--- config.mk ---
export PLATFORM = sky130hd
export DESIGN_NAME = multi_cycle_ctrl
export DESIGN_NICKNAME = d
export VERILOG_FILES = /design/src/rtl/multi_cycle_ctrl_pkg.sv /design/src/rtl/multi_cycle_ctrl_next_state.sv /design/src/rtl/multi_cycle_ctrl.sv
export SDC_FILE = /design/constraint.sdc
export NUM_CORES = 1
export LEC_CHECK = 0
export BUFFER_PORTS_ARGS = -buffer_cell sky130_fd_sc_hd__buf_2
export CAP_MARGIN = 5
export CORE_ASPECT_RATIO = 1.25
export CORE_MARGIN = 5
export CORE_UTILIZATION = 45
export CTS_CLUSTER_DIAMETER = 60
export DETAILED_ROUTE_END_ITERATION = 16
export PLACE_DENSITY_LB_ADDON = 0.2
export REMOVE_ABC_BUFFERS = 1
export SLEW_MARGIN = 40
export SYNTH_ARGS = -nofsm -noshare
export SYNTH_HDL_FRONTEND = slang
export SYNTH_HIERARCHICAL = 1
export SYNTH_SLANG_ARGS = --single-unit
export TNS_END_PERCENT = 5
--- constraint.sdc ---
create_clock -name clk_i -period 3.3 [get_ports clk_i]
set_clock_uncertainty 0.1 [all_clocks]
set_input_delay 0.66 -clock clk_i [delete_from_list [all_inputs] [get_ports clk_i]]
set_output_delay 0.66 -clock clk_i [all_outputs]
set_load 0.1 [all_outputs]
--- src/rtl/multi_cycle_ctrl_pkg.sv ---
// Shared encodings for the multi-cycle MIPS-subset control FSM: states,
// opcodes, ALUOp codes and datapath mux selects.
package multi_cycle_ctrl_pkg;

   typedef enum logic [3:0] {
      S_FETCH    = 4'd0,
      S_DECODE   = 4'd1,
      S_MEM_ADDR = 4'd2,
      S_MEM_RD   = 4'd3,
      S_MEM_WB   = 4'd4,
      S_MEM_WR   = 4'd5,
      S_R_EXEC   = 4'd6,
      S_R_WB     = 4'd7,
      S_BRANCH   = 4'd8,
      S_JUMP     = 4'd9,
      S_I_EXEC   = 4'd10,
      S_I_WB     = 4'd11,
      S_JAL      = 4'd12
   } state_e;

   localparam logic [5:0] OP_RTYPE = 6'b000000;
   localparam logic [5:0] OP_LW    = 6'b100011;
   localparam logic [5:0] OP_SW    = 6'b101011;
   localparam logic [5:0] OP_BEQ   = 6'b000100;
   localparam logic [5:0] OP_BNE   = 6'b000101;
   localparam logic [5:0] OP_ADDI  = 6'b001000;
   localparam logic [5:0] OP_SLTI  = 6'b001010;
   localparam logic [5:0] OP_J     = 6'b000010;
   localparam logic [5:0] OP_JAL   = 6'b000011;

   localparam logic [2:0] ALUOP_RTYPE = 3'b000;
   localparam logic [2:0] ALUOP_ADD   = 3'b100;
   localparam logic [2:0] ALUOP_SUB   = 3'b010;
   localparam logic [2:0] ALUOP_SLT   = 3'b001;

   localparam logic [1:0] REG_DST_RT = 2'b00;
   localparam logic [1:0] REG_DST_RD = 2'b01;
   localparam logic [1:0] REG_DST_RA = 2'b10;

   localparam logic [1:0] WB_ALUOUT = 2'b00;
   localparam logic [1:0] WB_MDR    = 2'b01;
   localparam logic [1:0] WB_PC     = 2'b10;

   localparam logic [1:0] SRCB_B      = 2'b00;
   localparam logic [1:0] PC_INC_SEL  = 2'b01;
   localparam logic [1:0] SRCB_IMM    = 2'b10;
   localparam logic [1:0] BR_OFF_SEL  = 2'b11;

   localparam logic [1:0] PCSRC_ALU    = 2'b00;
   localparam logic [1:0] PCSRC_ALUOUT = 2'b01;
   localparam logic [1:0] PCSRC_JUMP   = 2'b10;

   function automatic logic op_known(input logic [5:0] op);
      case (op)
         OP_RTYPE, OP_LW, OP_SW, OP_BEQ, OP_BNE,
         OP_ADDI, OP_SLTI, OP_J, OP_JAL: op_known = 1'b1;
         default:                        op_known = 1'b0;
      endcase
   endfunction

endpackage

--- src/rtl/multi_cycle_ctrl_next_state.sv ---
// Combinational next-state logic for the multi-cycle control FSM.
module ctrl_next_state
   import multi_cycle_ctrl_pkg::*;
(
   input  state_e     state_i,
   input  logic [5:0] opcode_i,
   input  logic       mem_ready_i,
   output state_e     state_d_o
);

   always_comb begin
      state_d_o = S_FETCH;
      case (state_i)
         S_FETCH:    state_d_o = mem_ready_i ? S_DECODE : S_FETCH;
         S_DECODE: begin
            case (opcode_i)
               OP_RTYPE:       state_d_o = S_R_EXEC;
               OP_LW, OP_SW:   state_d_o = S_MEM_ADDR;
               OP_BEQ, OP_BNE: state_d_o = S_BRANCH;
               OP_ADDI,
               OP_SLTI:        state_d_o = S_I_EXEC;
               OP_J:           state_d_o = S_JUMP;
               OP_JAL:         state_d_o = S_JAL;
               default:        state_d_o = S_FETCH;
            endcase
         end
         S_MEM_ADDR: state_d_o = (opcode_i == OP_SW) ? S_MEM_WR : S_MEM_RD;
         S_MEM_RD:   state_d_o = mem_ready_i ? S_MEM_WB : S_MEM_RD;
         S_MEM_WR:   state_d_o = mem_ready_i ? S_FETCH : S_MEM_WR;
         S_R_EXEC:   state_d_o = S_R_WB;
         S_I_EXEC:   state_d_o = S_I_WB;
         default:    state_d_o = S_FETCH;
      endcase
   end

endmodule

--- src/rtl/multi_cycle_ctrl.sv ---
// Main control FSM of the multi-cycle MIPS-subset CPU: sequences ALU, memory
// port, register file and PC, stalling on the memory ready handshake.
//
//  state    | meaning
//  FETCH    | read instruction at PC, PC <= PC+4 when memory is ready
//  DECODE   | latch opcode, branch target into ALUOut, dispatch
//  MEM_ADDR | A + sext imm for lw/sw
//  MEM_RD   | data read at ALUOut, wait for ready
//  MEM_WB   | MDR into rt
//  MEM_WR   | data write at ALUOut, wait for ready
//  R_EXEC   | A op B under funct control
//  R_WB     | ALUOut into rd
//  BRANCH   | A - B, conditional PC load from ALUOut
//  JUMP     | PC <= jump target
//  I_EXEC   | A op sext imm (addi/slti)
//  I_WB     | ALUOut into rt
//  JAL      | PC <= jump target, $31 <= PC
module multi_cycle_ctrl
   import multi_cycle_ctrl_pkg::*;
(
   input  logic       clk_i,
   input  logic       rst_i,
   input  logic [5:0] opcode_i,
   input  logic       zero_i,
   input  logic       mem_ready_i,
   output logic       pc_write_o,
   output logic       ir_write_o,
   output logic       i_or_d_o,
   output logic       mem_read_o,
   output logic       mem_write_o,
   output logic       reg_write_o,
   output logic [1:0] reg_dst_o,
   output logic [1:0] mem_to_reg_o,
   output logic       alu_src_a_o,
   output logic [1:0] alu_src_b_o,
   output logic [2:0] alu_op_o,
   output logic [1:0] pc_src_o,
   output logic       illegal_o,
   output logic [3:0] state_o
);

   state_e     state_q, state_d;
   logic [5:0] opcode_q, opcode_d;
   logic [5:0] opcode_eff;

   // DECODE dispatches on the live opcode; later states only see the latched copy.
   assign opcode_eff = (state_q == S_DECODE) ? opcode_i : opcode_q;
   assign opcode_d   = (state_q == S_DECODE) ? opcode_i : opcode_q;

   ctrl_next_state u_next_state (
      .state_i     (state_q),
      .opcode_i    (opcode_eff),
      .mem_ready_i (mem_ready_i),
      .state_d_o   (state_d)
   );

   always_ff @(posedge clk_i or negedge rst_i) begin
      if (!rst_i) begin
         state_q  <= S_FETCH;
         opcode_q <= '0;
      end else begin
         state_q  <= state_d;
         opcode_q <= opcode_d;
      end
   end

   always_comb begin
      pc_write_o   = 1'b0;
      ir_write_o   = 1'b0;
      i_or_d_o     = 1'b0;
      mem_read_o   = 1'b0;
      mem_write_o  = 1'b0;
      reg_write_o  = 1'b0;
      reg_dst_o    = REG_DST_RT;
      mem_to_reg_o = WB_ALUOUT;
      alu_src_a_o  = 1'b0;
      alu_src_b_o  = SRCB_B;
      alu_op_o     = ALUOP_RTYPE;
      pc_src_o     = PCSRC_ALU;
      illegal_o    = 1'b0;
      case (state_q)
         S_FETCH: begin
            mem_read_o  = 1'b1;
            alu_src_b_o = PC_INC_SEL;
            alu_op_o    = ALUOP_ADD;
            ir_write_o  = mem_ready_i;
            pc_write_o  = mem_ready_i;
         end
         S_DECODE: begin
            alu_src_b_o = BR_OFF_SEL;
            alu_op_o    = ALUOP_ADD;
            illegal_o   = !op_known(opcode_i);
         end
         S_MEM_ADDR: begin
            alu_src_a_o = 1'b1;
            alu_src_b_o = SRCB_IMM;
            alu_op_o    = ALUOP_ADD;
         end
         S_MEM_RD: begin
            mem_read_o = 1'b1;
            i_or_d_o   = 1'b1;
         end
         S_MEM_WB: begin
            reg_write_o  = 1'b1;
            reg_dst_o    = REG_DST_RT;
            mem_to_reg_o = WB_MDR;
         end
         S_MEM_WR: begin
            mem_write_o = 1'b1;
            i_or_d_o    = 1'b1;
         end
         S_R_EXEC: begin
            alu_src_a_o = 1'b1;
            alu_src_b_o = SRCB_B;
            alu_op_o    = ALUOP_RTYPE;
         end
         S_R_WB: begin
            reg_write_o  = 1'b1;
            reg_dst_o    = REG_DST_RD;
            mem_to_reg_o = WB_ALUOUT;
         end
         S_I_EXEC: begin
            alu_src_a_o = 1'b1;
            alu_src_b_o = SRCB_IMM;
            alu_op_o    = (opcode_q == OP_SLTI) ? ALUOP_SLT : ALUOP_ADD;
         end
         S_I_WB: begin
            reg_write_o  = 1'b1;
            reg_dst_o    = REG_DST_RT;
            mem_to_reg_o = WB_ALUOUT;
         end
         S_BRANCH: begin
            alu_src_a_o = 1'b1;
            alu_src_b_o = SRCB_B;
            alu_op_o    = ALUOP_SUB;
            pc_src_o    = PCSRC_ALUOUT;
            pc_write_o  = (opcode_q == OP_BNE) ? !zero_i : zero_i;
         end
         S_JUMP: begin
            pc_write_o = 1'b1;
            pc_src_o   = PCSRC_JUMP;
         end
         S_JAL: begin
            pc_write_o   = 1'b1;
            pc_src_o     = PCSRC_JUMP;
            reg_write_o  = 1'b1;
            reg_dst_o    = REG_DST_RA;
            mem_to_reg_o = WB_PC;
         end
         default: ;
      endcase
      // Outputs are held quiet for the whole time reset is asserted, not just at the edge.
      if (!rst_i) begin
         pc_write_o   = 1'b0;
         ir_write_o   = 1'b0;
         i_or_d_o     = 1'b0;
         mem_read_o   = 1'b0;
         mem_write_o  = 1'b0;
         reg_write_o  = 1'b0;
         reg_dst_o    = 2'b00;
         mem_to_reg_o = 2'b00;
         alu_src_a_o  = 1'b0;
         alu_src_b_o  = 2'b00;
         alu_op_o     = 3'b000;
         pc_src_o     = 2'b00;
         illegal_o    = 1'b0;
      end
   end

   assign state_o = state_q;

endmodule

==> results of run 1 <==
[worst max path at each step]
stage | startpoint | to | slack [ns] | cells after the start
after floorplan | state_o[3]$_DFF_PN0_ | alu_src_a_o | -1.94 | 2
after global placement | rst_i | mem_write_o | 0.73 | 6
after detailed placement | rst_i | reg_dst_o[0] | 0.67 | 6
after CTS | state_o[2]$_DFF_PN0_ | alu_op_o[0] | 0.43 | 4
after global routing | state_o[2]$_DFF_PN0_ | alu_op_o[0] | 0.36 | 4
final | state_o[2]$_DFF_PN0_ | alu_op_o[0] | 0.44 | 4
[layout make-up]
class / count / area, um^2 / area share
clock buffer: 4 / 36.3 / 0.0307
inverter: 3 / 11.3 / 0.00953
multi-input combinational: 98 / 676 / 0.572
sequential: 10 / 250 / 0.212
tap: 20 / 25.0 / 0.0212
timing repair buffer: 35 / 183 / 0.155
[routing by layer]
metal / track usage / share of wire / up-vias
met5: 0 / 0 / -
met4: 0.0449 / 0.011 / 0
met3: 0.0334 / 0.062 / 4
met2: 0.322 / 0.51 / 29
met1: 0.164 / 0.41 / 453
li1: - / - / 490
[layout by cell type, fill, tap and decap left out, types with 2 or more instances in the layout]
cell type	count
buf_2	32
o22ai_1	2
o21ai_0	5
a21oi_1	5
nor2_1	15
nor2_4	2
or3_1	2
xor2_1	3
buf_4	3
nor2b_1	4
mux2_2	6
nand3_1	2
dfrtp_1	10
xnor2_1	4
nand4_1	3
and3_2	2
clkbuf_4	3
and3_1	3
nand2_1	8
nor3_1	4
inv_1	3
[sequential cells by signal, summed over array words and instances, names as in the netlist]
register,flops
opcode_q,6
state_o,4
[through the flow]
step / TNS, ns / util
2_1_floorplan: -7.28 / -
3_3_place_gp: 0 / 0.565
3_5_place_dp: 0 / 0.565
4_1_cts: 0 / 0.583
5_1_grt: 0 / 0.583
6_report: 0 / 0.583
[logic make-up (layout without fill, tap and decap cells)]
family | count (synthesis) | in the layout
mux | 7 | 7
flops | 10 | 10
simple gates | 62 | 62
buf+inv | 7 | 42
compound gates | 22 | 22
xor+xnor | 7 | 7
==> summary.md, run 1 <==
| Metric | Value |
|---|---|
| Final Cell Area | `1180 um^2` |
| GPL Wtd Cong | `0.819` |
| Die area | `3200 um^2` |
| Port bufs | `32` |
| Die Height | `~62 um` |
| Final Hold Slack | `0.263 ns` |
| Crit. End Element | `output pin` |
| Die Width | `51.6 um` |
| Initial Utilization | `0.480` |
| Fillers | `191` |
| N_diodes | `0` |
| CTS tree | `built` |
| Drt first pass iters | `4` |
| Largest family of logic cells by synthesized area | `simple AND/OR/NAND/NOR gates` |
| Synth Cell Area | `972 um^2` |
| DR vias/cell | `5.74` |
| Req. time, crit path | `2.54 ns` |
| Synthesized flop and latch total | `10` |
| Yosys warning count | `6` |
| Post-Route WL | `2.43 mm` |
| Setup slack after layout | `0.441 ns` |
| Simple-Gate Fraction of Synth Area | `0.399` |
| # resized after CTS | `0` |
| Setup crit start kind | `flip-flop` |
| Final cell count without fillers | `170` |
| Area Overhead vs Synth | `21.5%` |
| Reg2Reg Depth | `7` |
| Number of synthesized flops with an enable pin | `0` |
| Root buffer cell | `clkbuf_4` |
| Num rows | `18` |
| Area contributors post-synth | `dfrtp_1 26%, mux2_2 6.9%, nor2_1 5.8%` |
| Dominant synthesized flop cell | `dfrtp_1` |
| Initial antenna violation count | `0` |
| Most common cell in the netlist | `nor2_1` |
| DR iter-0 viols | `37` |
| Final global-route overflow total | `0` |
| Placed Cells | `166` |
| Worst EP arrival | `2.10 ns` |
| Vias in the first global route | `916` |
| Max-Cap Viols | `0` |
| Share of the synthesized area in the top cell type | `0.257` |
| Clock latency on the worst-skew pair | `0.27 ns` |
| Hold Path Class | `in -> async` |
| Setup Fix Bufs, Post-CTS | `0` |
| Mean area per synthesized cell | `about 8.5 um^2` |
| Register area share after synthesis | `0.257` |
| Reg-to-reg endpoint | `state_o[0]$_DFF_PN0_` |
| Via Count | `976` |
| Compound-Gate Fraction of Synth Area | `0.153` |
| Final #Nets | `161` |
| RSZ-0062 raised after global routing | `no` |
| XOR/XNOR Fraction of Synth Area | `0.0631` |
| Fin. max-slew vios | `0` |
| Worst-Margin Slew | `0.641 ns` |
| Count of final setup violators | `0` |
| Post-synth top cells | `15 x nor2_1, 10 x dfrtp_1, 8 x nand2_1, 6 x mux2_2` |
| Area share of fa/ha/maj cells after synthesis | `0` |
| Crit-path max cell delay | `0.61 ns` |
| Max FO, Critical Path | `17` |
| CTS sink cnt | `10` |
| Core box area | `2030 um^2` |
| Worst relative slew slack | `0.573` |
| Final Hold Fails | `0` |
| Critical path's slowest cell | `dfrtp_1` |
| Kind of cell adding the most delay to the critical path | `simple AND/OR/NAND/NOR gates` |
| Worst path bufs/invs | `1` |
| Post-synth cell types | `49` |
| Reg2Reg Launch Point | `state_o[1]$_DFF_PN0_` |
| Post-layout min period | `2.86 ns` |
| Setup CP Type | `reg -> out` |
| # IOs | `33` |
| Hpwl dp | `1.91 mm` |
| H-Tree Depth | `1` |
| Routed wire per std cell | `14.3 um` |
| Share of layout cells above drive strength 1 | `0.387` |
| Area after DPL | `about 1100 um^2` |
| Gate count after technology mapping | `115` |
| Async S/R FF share, synth | `1.00` |
| CTS Buf Count | `3` |
| Reg2Reg Setup Slack | `0.70 ns` |
| Post-CTS Hold Fix Bufs | `0` |
| Routed Antenna Nets | `0` |
| Outcome | `finished clean` |
| CTS max path bufs | `2` |
| Post-synthesis mux area share | `0.0798` |
| All-layer global routing usage | `0.159` |
| Clock transition at path regs | `0.06 ns` |
| Largest net degree at the start of global routing | `19` |
| DRC | `0` |
| First-pass GRT wire length | `3.87 mm` |
| Critical path, cell by cell | `nand2b_4, or2_4, nor4b_4, buf_2` |
| Period utilisation layout | `0.866` |
| Fmax | `approximately 350 MHz` |
| Worst slack, placed | `0.672 ns` |
| Cell taking the most area after synthesis | `dfrtp_1` |
Power of run 1 is left out: the tool's default activity adds up to more than one toggle a clock period on the data nets, which glitch-free logic cannot reach.
==> inputs of run 2 (changes only) <==
--- a/config.mk
+++ b/config.mk
@@ -5,6 +5,7 @@
 export SDC_FILE = /design/constraint.sdc
 export NUM_CORES = 1
 export LEC_CHECK = 0
+export ABC_AREA = 1
 export BUFFER_PORTS_ARGS = -buffer_cell sky130_fd_sc_hd__buf_2
 export CAP_MARGIN = 5
 export CORE_ASPECT_RATIO = 1.25
==> run 2 against run 1 <==
  * Critical path depth up 2
  * Synthesized area is 2.1% lower
  * First-iteration DRC count fell by 11%
  * Sequential share of layout area rose by 0.41 points
  * Via count increased by 12%
  * Routed wire length fell by 0.16%
  * Register-to-register slack improved by 0.44 ns
  * Synthesized cell count grew 39%
  * Non-clock buffer count shrank 3
  * Global-route usage increased by 1.8 points
  * Flip-flop and latch count is the same
  * Worst hold slack lost 0.11 ns
  * Critical path type unchanged
  * Largest cell class unchanged
==> summary.md, run 2 <==
| Metric | Value |
|---|---|
| Post-CTS Hold Fix Bufs | `0` |
| Count of final setup violators | `0` |
| Final Cell Area | `1160 um^2` |
| Worst path bufs/invs | `3` |
| Initial antenna violation count | `0` |
| CTS Buf Count | `3` |
| Fin. max-slew vios | `0` |
| DR iter-0 viols | `33` |
| Worst slack, placed | `0.701 ns` |
| Number of synthesized flops with an enable pin | `0` |
| Synthesized flop and latch total | `10` |
| Setup Fix Bufs, Post-CTS | `0` |
| Synth Cell Area | `952 um^2` |
| Area Overhead vs Synth | `21.7%` |
| Num rows | `18` |
| Final #Nets | `205` |
| Period utilisation layout | `0.808` |
| Share of layout cells above drive strength 1 | `0.253` |
| Port bufs | `32` |
| RSZ-0062 raised after global routing | `no` |
| Final Hold Fails | `0` |
| Core box area | `2000 um^2` |
| Critical Path End | `alu_op_o[0]` |
| Final global-route overflow total | `0` |
| Crit-path max cell delay | `0.53 ns` |
| Vias in the first global route | `around 1.0k` |
| Share of the synthesized area in the top cell type | `0.263` |
| Most frequent cells in the layout | `35 x nand2_1, 32 x buf_2, 28 x inv_1, 26 x nor2_1, 20 x nand3_1` |
| Dominant synthesized flop cell | `dfrtp_1` |
| Worst relative slew slack | `0.675` |
| Commonest non-fill, non-tap cell in the layout | `nand2_1` |
| N_diodes | `0` |
| Die area | `3140 um^2` |
| CTS tree | `built` |
| # IOs | `33` |
| Clock latency on the worst-skew pair | `0.27 ns` |
| Worst EP arrival | `1.91 ns` |
| CTS sink cnt | `10` |
| Die Width | `51.1 um` |
| CTS max path bufs | `2` |
| Reg2Reg Depth | `9` |
| GPL Wtd Cong | `0.834` |
| Cell taking the most area after synthesis | `dfrtp_1` |
| Worst-Margin Slew | `slightly below 0.5 ns` |
| Max reg flops | `6` |
| Reg2Reg Launch Point | `state_o[0]$_DFF_PN0_` |
| Mean area per synthesized cell | `around 6.0 um^2` |
| Via Count | `1,089` |
| Register area share after synthesis | `0.263` |
| Setup crit start kind | `flip-flop` |
| First-pass GRT wire length | `4.20 mm` |
| Req. time, crit path | `2.54 ns` |
| Top cell by count, worst path | `nand2_1` |
| Kind of cell adding the most delay to the critical path | `buffers and inverters` |
| Setup TNS | `0 ns` |
| Outcome | `finished clean` |
| H-Tree Depth | `1` |
| Die Height | `slightly above 60 um` |
| Yosys warning count | `6` |
| Fmax | `375 MHz` |
| Async S/R FF share, synth | `1.00` |
| DRC | `0` |
| Drt first pass iters | `4` |
| Reg-to-reg endpoint | `state_o[1]$_DFF_PN0_` |
| Max-Cap Viols | `0` |
| DR vias/cell | `a little over 5` |
| Setup CP Type | `reg -> out` |
| Post-synth cell types | `21` |
| Max FO, Critical Path | `11` |
| All-layer global routing usage | `0.177` |
| Reg with most FFs | `opcode_q` |
| Critical path, cell by cell | `inv_2, nand2_1, inv_1, nand2_1, nor3_1, buf_2` |
| Setup slack after layout | `0.634 ns` |
| Post-synth top cells | `35 x nand2_1, 28 x inv_1, 26 x nor2_1, 20 x nand3_1, 10 x dfrtp_1` |
| Levels on crit path | `6` |
| Clock transition at path regs | `0.06 ns` |
| Routed Antenna Nets | `0` |
| # resized after CTS | `0` |
| Post-layout min period | `2.67 ns` |
| Reg2Reg Setup Slack | `1.14 ns` |
| Hold Path Class | `in -> async` |
| Gate count after technology mapping | `160` |
| Critical path origin | `state_o[0]$_DFF_PN0_` |
| Most common cell in the netlist | `nand2_1` |
| Post-Route WL | `2.43 mm` |
| Routed wire per std cell | `11.3 um` |
| Crit. End Element | `output pin` |
| Area contributors post-synth | `dfrtp_1 26%, nand2_1 14%, inv_1 11%` |
| Root buffer cell | `clkbuf_4` |
| Largest net degree at the start of global routing | `15` |
| Initial Utilization | `0.475` |
| Critical path's slowest cell | `dfrtp_1` |
| Area after DPL | `1120 um^2` |
| Hpwl dp | `1.98 mm` |
-- run 2: changes by cell type after synthesis, sizes merged, moves of 5 or more --
cell	previous run	this run
nand2	9	36
nand3	2	20
mux2	6	1
and3	5	0
nor2	17	34
inv	3	30
-- run 2: worst register-to-register path, cell delays in order (launching register included) --
cell     delay, ns
dfrtp_1       0.60
inv_2         0.10
nor2_4        0.14
nand2_2       0.17
o21ai_1       0.39
nand2_1       0.10
nor2_1        0.20
a21oi_1       0.09
nor2_1        0.11
nand2_1       0.06
-- run 2: metal layers --
metal  up-vias  wire [um]  global-route usage
met1       478       1020               0.202
met4         0         66               0.100
met2        29       1230               0.319
li1        575          -                   -
met3         7        114              0.0266
met5         -          0                   0
-- run 2: how the worst min path moves through the flow --
stage	end	depth (start not counted)
2_1_floorplan	opcode_q[0]$_DFF_PN0_	0
3_3_place_gp	opcode_q[4]$_DFF_PN0_	1
3_5_place_dp	opcode_q[4]$_DFF_PN0_	1
4_1_cts	opcode_q[4]$_DFF_PN0_	1
5_1_grt	opcode_q[4]$_DFF_PN0_	1
6_report	opcode_q[4]$_DFF_PN0_	1
-- run 2: stage by stage --
step            util  hold WS (ns)  cells
2_1_floorplan      -         0.264    158
3_3_place_gp   0.560         0.442    210
3_5_place_dp   0.560         0.448    210
4_1_cts        0.578         0.154    214
5_1_grt        0.578         0.154    214
6_report       0.578         0.149    214
-- run 2: cell type report --
type	instances	area, um^2
timing repair buffer	32	160
multi-input combinational	118	574
tap	20	25.0
inverter	30	113
clock buffer	4	36.3
sequential	10	250
fill	204	846
-- run 2: logic make-up after synthesis --
group,share of synthesized area
flops,0.263
compound gates,0.0894
mux,0.0158
buf+inv,0.134
simple gates,0.498
Power of run 2 is left out for the same reason.
==> inputs of run 3 (changes only) <==
--- a/config.mk
+++ b/config.mk
@@ -10,7 +10,7 @@
 export CAP_MARGIN = 5
 export CORE_ASPECT_RATIO = 1.25
 export CORE_MARGIN = 5
-export CORE_UTILIZATION = 45
+export CORE_UTILIZATION = 44
 export CTS_CLUSTER_DIAMETER = 60
 export DETAILED_ROUTE_END_ITERATION = 16
 export PLACE_DENSITY_LB_ADDON = 0.2
==> constraint.sdc (replaced) <==
create_clock -name clk_i -period 2.17 [get_ports clk_i]
set_clock_uncertainty 0.1 [all_clocks]
set_input_delay 0.434 -clock clk_i [delete_from_list [all_inputs] [get_ports clk_i]]
set_output_delay 0.434 -clock clk_i [all_outputs]
set_load 0.1 [all_outputs]
==> run 3 against run 2 <==
  * Utilization up 19 points
  * Count of clock-buffer cells in the layout unchanged
  * Register-to-register slack got worse by 0.92 ns
  * First-iteration DRC count increased by 18%
  * Die area increased by 1.9%
  * Via count grew 13%
  * Critical path type unchanged
  * Global-route usage grew 0.94 points
  * Worst setup slack lost 0.63 ns
==> summary.md, run 3 (synthesis gave the netlist of run 2 again) <==
| Metric | Value |
|---|---|
| Max-Cap Viols | `0` |
| Fmax | `462 MHz` |
| Root buffer cell | `clkbuf_4` |
| Final cell count without fillers | `222` |
| All-layer global routing usage | `0.187` |
| Crit. End Element | `output pin` |
| Final global-route overflow total | `0` |
| Die Width | `51.6 um` |
| Final Hold Fails | `0` |
| Fillers | `142` |
| CTS max path bufs | `2` |
| Via Count | `approximately 1.2k` |
| Final #Nets | `213` |
| CTS tree | `built` |
| Vias in the first global route | `1,174` |
| Num rows | `18` |
| # IOs | `33` |
| Post-Route WL | `2.99 mm` |
| Worst relative slew slack | `0.675` |
| N_diodes | `0` |
| Initial antenna violation count | `0` |
| DRC | `0` |
| Die area | `3200 um^2` |
| Most frequent cells in the layout | `33 x nand2_1, 26 x inv_1, 23 x nor2_1, 20 x nand3_1, 19 x buf_12` |
| Hpwl dp | `2.35 mm` |
| Die Height | `62.0 um` |
| Clock transition at path regs | `0.07 ns` |
| Top cell by count, worst path | `nand2_1` |
| RSZ-0062 raised after global routing | `yes` |
| Hold Path Class | `in -> async` |
| Fin. max-slew vios | `0` |
| Worst-Margin Slew | `0.491 ns` |
| Routed Antenna Nets | `0` |
| DR vias/cell | `5.53` |
| Crit-path max cell delay | `around 0.44 ns` |
| Drt first pass iters | `4` |
| H-Tree Depth | `1` |
| Critical path, cell by cell | `inv_2, nand2_1, inv_1, nand2_1, o22ai_1, buf_12` |
| Req. time, crit path | `1.64 ns` |
| Clock latency on the worst-skew pair | `0.26 ns` |
| Routed wire per std cell | `13.5 um` |
| First-pass GRT wire length | `~4.6 mm` |
| Setup TNS | `0 ns` |
| Commonest non-fill, non-tap cell in the layout | `nand2_1` |
| Core box area | `2030 um^2` |
| Max FO, Critical Path | `4` |
| CTS Buf Count | `3` |
| Outcome | `finished clean` |
| Setup crit start kind | `flip-flop` |
| Final Cell Area | `1560 um^2` |
| Initial Utilization | `0.470` |
| Port bufs | `32` |
| Count of final setup violators | `0` |
| Area Overhead vs Synth | `63.6%` |
| Max reg flops | `6` |
| Placed Cells | `216` |
| Largest net degree at the start of global routing | `13` |
| Area after DPL | `1450 um^2` |
| Kind of cell adding the most delay to the critical path | `buffers and inverters` |
| Post-layout min period | `2.16 ns` |
| DR iter-0 viols | `39` |
| Share of layout cells above drive strength 1 | `0.351` |
| Reg with most FFs | `opcode_q` |
| Worst EP arrival | `1.63 ns` |
| Setup CP Type | `reg -> out` |
| Worst path bufs/invs | `3` |
| GPL Wtd Cong | `approximately 0.9` |
| Period utilisation layout | `0.997` |
| CTS sink cnt | `10` |
| Critical path's slowest cell | `dfrtp_1` |
[run 3: cell types whose count changed in the layout (fill, tap and decap cells not counted), moves of 3 or more]
cell / before / now
buf_2: 32 / 13
buf_12: 0 / 19
nor2_1: 26 / 23
buf_4: 0 / 7
dfrtp_1: 10 / 7
dfrtp_2: 0 / 3
[run 3: path summary, 6_finish.rpt]
kind / slack, ns / end / cells after the start / startpoint
worst max-delay path: 0.008 / alu_src_b_o[1] / 6 / state_o[0]$_DFF_PN0_
worst min-delay path: 0.05 / opcode_q[5]$_DFF_PN0_ / 2 / rst_i
worst max register to register: 0.22 / state_o[3]$_DFF_PN0_ / 12 / state_o[0]$_DFF_PN0_
worst min register to register: 0.49 / opcode_q[3]$_DFF_PN0_ / 1 / opcode_q[3]$_DFF_PN0_
max in group asynchronous: 1.24 / state_o[3]$_DFF_PN0_ / 2 / rst_i
min in group clk_i: 0.41 / opcode_q[3]$_DFF_PN0_ / 2 / opcode_i[3]
[run 3: worst reg2reg max path, stage by stage, from the launching register on]
cell and delay [ns]:
dfrtp_1 0.44, inv_2 0.08, nor2_4 0.13, nand2_2 0.18, mux2_4 0.38, inv_1 0.08
nor2_2 0.05, nand3_1 0.10, nand2_1 0.08, inv_1 0.06, nand2_1 0.05, nand2_1 0.07
nand2_1 0.05
[run 3: repair_timing]
item | CTS | global route
gates resized for setup | 5 | 12
buffers inserted | 0 | 1
pin swaps | 0 | 0
endpoints found under the hold margin | 4 | 0
hold buffers | 1 | 0
setup endpoints to repair | 11 | 10
[run 3: metrics by stage]
stage | hold slack (ns) | util | setup slack [ns]
floorplan | 0.0384 | - | -1.90
global placement | 0.181 | 0.717 | 0.211
detailed placement | 0.185 | 0.717 | 0.155
CTS | 0.0535 | 0.748 | -0.0336
global route | 0.0656 | 0.769 | -0.0747
finish | 0.0527 | 0.769 | 0.00752
[run 3: metal layers]
layer  GRT usage  routed length, um  vias to the layer above
met2       0.356               1620                       30
met4       0.124                 80                        0
li1            -                  -                      602
met3      0.0167                 93                       10
met1       0.196               1190                      586
met5           0                  0                        -
[run 3: final cells by class]
type	instances	area, um^2	area share
tap	20	25.0	0.0161
multi-input combinational	118	622	0.399
inverter	30	113	0.0723
sequential	10	254	0.163
timing repair buffer	40	508	0.326
clock buffer	4	36.3	0.0233
Power of run 3 is left out for the same reason.
